**src/rtl/dbus_rr_arbiter.sv**
```systemverilog
// Round-robin arbiter sharing one downstream data-bus port among N_REQ requesters.
// The granted request is latched and held on the bus until downstream data_ok.

package dbus_pkg;
  typedef struct packed {
    logic        valid;
    logic [31:0] addr;
    logic [2:0]  size;
    logic [3:0]  strobe;
    logic [31:0] data;
  } dbus_req_t;

  typedef struct packed {
    logic        addr_ok;
    logic        data_ok;
    logic [31:0] data;
  } dbus_resp_t;
endpackage

module dbus_rr_arbiter
  import dbus_pkg::*;
#(
  parameter int unsigned N_REQ = 4,
  parameter int unsigned IDX_W = $clog2(N_REQ)
) (
  input  logic                   clk_i,
  input  logic                   rst_ni,
  input  dbus_req_t  [N_REQ-1:0] ireq_i,
  output dbus_resp_t [N_REQ-1:0] iresp_o,
  output dbus_req_t              oreq_o,
  input  dbus_resp_t             oresp_i
);

  typedef enum logic [0:0] {StIdle, StBusy} state_e;

  state_e           state_q, state_d;
  logic [IDX_W-1:0] ptr_q, ptr_d;
  logic [IDX_W-1:0] gidx_q, gidx_d;
  dbus_req_t        saved_q, saved_d;

  logic [IDX_W-1:0] sel;
  logic             any;
  logic             gnt_act;
  logic [IDX_W-1:0] gnt_idx;

  // Wrap at N_REQ, not at 2^IDX_W.
  function automatic logic [IDX_W-1:0] inc_idx(input logic [IDX_W-1:0] i);
    if (32'(i) == N_REQ - 1) begin
      return '0;
    end
    return i + IDX_W'(1);
  endfunction

  always_comb begin
    int unsigned idx;
    sel = '0;
    any = 1'b0;
    idx = 0;
    for (int unsigned off = 0; off < N_REQ; off++) begin
      idx = 32'(ptr_q) + off;
      if (idx >= N_REQ) begin
        idx = idx - N_REQ;
      end
      if (!any && ireq_i[idx[IDX_W-1:0]].valid) begin
        any = 1'b1;
        sel = idx[IDX_W-1:0];
      end
    end
    // Requests are invisible while reset is held so nothing reaches the bus.
    any = any & rst_ni;
  end

  always_comb begin
    gnt_act = any;
    gnt_idx = sel;
    if (state_q == StBusy) begin
      gnt_act = rst_ni;
      gnt_idx = gidx_q;
    end
  end

  always_comb begin
    oreq_o = '0;
    if (rst_ni) begin
      if (state_q == StBusy) begin
        oreq_o = saved_q;
      end else if (any) begin
        oreq_o = ireq_i[sel];
      end
    end
  end

  always_comb begin
    iresp_o = '0;
    for (int unsigned k = 0; k < N_REQ; k++) begin
      iresp_o[k].data    = oresp_i.data;
      iresp_o[k].data_ok = gnt_act && (gnt_idx == IDX_W'(k)) && oresp_i.data_ok;
      iresp_o[k].addr_ok = iresp_o[k].data_ok;
    end
  end

  always_comb begin
    state_d = state_q;
    ptr_d   = ptr_q;
    gidx_d  = gidx_q;
    saved_d = saved_q;
    unique case (state_q)
      StIdle: begin
        if (any) begin
          if (oresp_i.data_ok) begin
            ptr_d = inc_idx(sel);
          end else begin
            saved_d = ireq_i[sel];
            gidx_d  = sel;
            state_d = StBusy;
          end
        end
      end
      StBusy: begin
        if (oresp_i.data_ok) begin
          ptr_d   = inc_idx(gidx_q);
          state_d = StIdle;
        end
      end
      default: state_d = StIdle;
    endcase
  end

  always_ff @(posedge clk_i or negedge rst_ni) begin
    if (!rst_ni) begin
      state_q <= StIdle;
      ptr_q   <= '0;
      gidx_q  <= '0;
      saved_q <= '0;
    end else begin
      state_q <= state_d;
      ptr_q   <= ptr_d;
      gidx_q  <= gidx_d;
      saved_q <= saved_d;
    end
  end

endmodule

```
**config.mk**
```make
export PLATFORM = sky130hd
export DESIGN_NAME = dbus_rr_arbiter
export DESIGN_NICKNAME = d
export VERILOG_FILES = /design/src/rtl/dbus_rr_arbiter.sv
export SDC_FILE = /design/constraint.sdc
export NUM_CORES = 1
export LEC_CHECK = 0
export ABC_AREA = 0
export CAP_MARGIN = 20
export CORE_AREA = 5 5 206 208
export CTS_BUF_LIST = sky130_fd_sc_hd__clkbuf_4
export DETAILED_ROUTE_END_ITERATION = 10
export DIE_AREA = 0 0 211 213
export PLACE_DENSITY = 0.55
export SKIP_CTS_REPAIR_TIMING = 1
export SLEW_MARGIN = 20
export SYNTH_ARGS = -nofsm -noshare
export SYNTH_HDL_FRONTEND = slang
export SYNTH_SLANG_ARGS = --single-unit
export TNS_END_PERCENT = 30
```
**constraint.sdc**
```tcl
create_clock -name clk_i -period 9.25 [get_ports clk_i]
set_input_delay 2.775 -clock clk_i [delete_from_list [all_inputs] [get_ports clk_i]]
set_output_delay 2.775 -clock clk_i [all_outputs]
set_load 0.01 [all_outputs]
```
==> results.cfg <==
[run_status]
status = finished, final reports clean

[die]
die-area_sq_um = 44900
rows = 74
dieWidth_um = 211
core_sq_um = 40400
die_height_um = 213
io_pins = 532
start_util = 0.181

[setup_path]
required_ps = 6480
cpMostUsedCell = clkdlybuf4s50_1
critPathMaxFanout = 30
arrival_ps = 5490
startpoint_type = input port
cp_num_buf_inv = 3
regToRegSetupSlack_ps = 6860
cpLargestDelayFamily = buffers and inverters
crit_type = input port to primary output
path_cells = clkdlybuf4s50_1 -> a21oi_1 -> o21ai_1 -> o2bb2a_4 -> buf_12 -> mux2i_1 -> a22o_1 -> clkdlybuf4s50_1
critPathMaxStageDelay_ps = 580
end_kind = primary output
slowest_stage = o2bb2a_4

[grt]
antenna_found_initial = 1
grt_max_degree = 72
overflow = 0
grt_pass1_wl_mm = 36.6
grt_pass1_vias = 6224
track_usage = 0.106

[place]
hpwlAfterDp_mm = 19.5
dp_slack_ps = 909
place.port_buffers = 370
gp_congestion = 0.771
dp_cells = 1390
placed_area_sq_um = 10500

[sta]
rsz0062_at_grt = no
fin_setup_tns_ps = 0
setup_violations = 0
drv_slew = 0
min_period_over_period = 0.894
fmax_mhz = 121
worstMarginPinSlew_ps = 871
hold_viol_final = 0
fin_skew_ps = 17.6
relSlewSlack = 0.420
fin_ws_ps = 982
fin_hold_ws_ps = 487
min_period_ps = 8270

[synth]
synth_top_area_share = 0.295
synth_top_area_cell = mux2i_1
syn_area_per_cell_sq_um = 11.2
postSynthCellCount = 652
ys_async_sr_fraction = 1.00
ys_seq_area_frac = 0.264
ys_ff_latch = 77
syn_nets = 976
yosys-top-cells-area = mux2i_1, dfrtp_1, buf_4
syn_area_sq_um = 7290
synth-edff-count = 0
yosys_warnings = 0
synth_common_cells = mux2i_1, buf_4, dfrtp_1, a22o_1, mux2_4
synth.most_common_cell = mux2i_1
synth-main-ff-cell = dfrtp_1
ys_types = 33

[routing]
wire_per_inst_um = 17.6
drc = 0
wirelength_mm = 24.8
ant_nets = 0
first_pass_iters = 4
viasPerCell = 4.01
drtIter0Drc = 151
num_vias = 5648

[final_layout]
seqCellArea_sq_um = 1930
design_area_sq_um = 10700
drive_above_1_share = 0.114
area_growth_pct = 47.2
fill_cells = 4353
fin_nets = 1193
multiInputGateArea_sq_um = 4070
final_cells = 1407

[clocking]
clock_latency_ps = 500
clkTransAtPathRegs_ps = 130
htreeDepth = 3
clock-sinks = 77
clock-root-buffer = clkbuf_4
clockBufferDepth = 2
cts-buffers-inserted = 9
cts_tree = built

[pwr]
power_leakage_nw = 4.64
ir_drop_v = 0.0000705
powerDensity_nw_per_um2 = 200

[min_path]
hp-class = register to register

[flow_run]
maxCapViolations = 0
==> cell type report <==
type | instances | share of cell area
inverter | 3 | 0.00105
clock buffer | 11 | 0.00770
clock inverter | 5 | 0.00921
timing repair buffer | 386 | 0.361
multi-input combinational | 392 | 0.379
tap | 532 | 0.0620
sequential | 77 | 0.180
antenna | 1 | 0.000233
==> registers in the layout (all words and copies together) (netlist names) <==
signal / flops
saved_q: 72
gidx_q: 2
ptr_q: 2
state_q: 1
==> worst register-to-register path, stage by stage (launching register included) <==
cell and delay, ps:
dfrtp_1 480, or3b_1 440, o221ai_4 120, buf_12 290
buf_4 350, mux2i_1 200, mux2i_1 110, mux2_1 300
==> final timing paths <==
kind / end / from / cells after the start
worst max-delay path: oreq_o[23] / ireq_i[71] / 8
min in group asynchronous: saved_q[46] / rst_ni / 2
worst min-delay path: saved_q[71] / saved_q[71] / 1
max in group asynchronous: saved_q[29] / rst_ni / 3
worst max register to register: saved_q[59] / ptr_q[1] / 7
worst min register to register: saved_q[71] / saved_q[71] / 1
==> report_power, final <==
group	total, mW	switching (mW)	internal [mW]
clock network	0.275	0.133	0.142
logic	1.27	0.520	0.755
registers	0.598	0.0960	0.502
==> logic make-up after synthesis <==
| logic type | count (synthesis) | share of synthesized area |
|---|---|---|
| AO/OA/AOI/OAI | 82 | 0.0953 |
| XOR/XNOR | 2 | 0.00240 |
| buffers and inverters | 183 | 0.182 |
| flip-flops | 77 | 0.264 |
| multiplexers | 289 | 0.439 |
| AND/OR/NAND/NOR | 19 | 0.0165 |
==> stage by stage <==
step,total power [mW],utilization
floorplan,1.50,-
global placement,1.88,0.261
detailed placement,1.90,0.261
CTS,2.20,0.266
global route,2.30,0.266
finish,2.15,0.266
==> layout by cell type, fill, tap and decap left out, drive strengths merged, types with 2 or more instances in the layout <==
master,count
bufinv,3
clkinv,2
dfrtp,77
mux2,74
nor2,3
inv,3
buf,17
xor2,2
clkbuf,11
nand2,3
nor2b,3
nor3,2
nor3b,2
mux2i,215
a21oi,5
a22o,71
clkdlybuf4s50,369
==> per-layer routing <==
| metal | share of wire | GRT usage | vias up |
|---|---|---|---|
| met4 | 0.037 | 0.0521 | 0 |
| met5 | 0 | 0 | - |
| met1 | 0.37 | 0.114 | 2667 |
| li1 | - | - | 2685 |
| met3 | 0.092 | 0.0410 | 53 |
| met2 | 0.50 | 0.181 | 243 |
(Power assumes the default switching activity.)
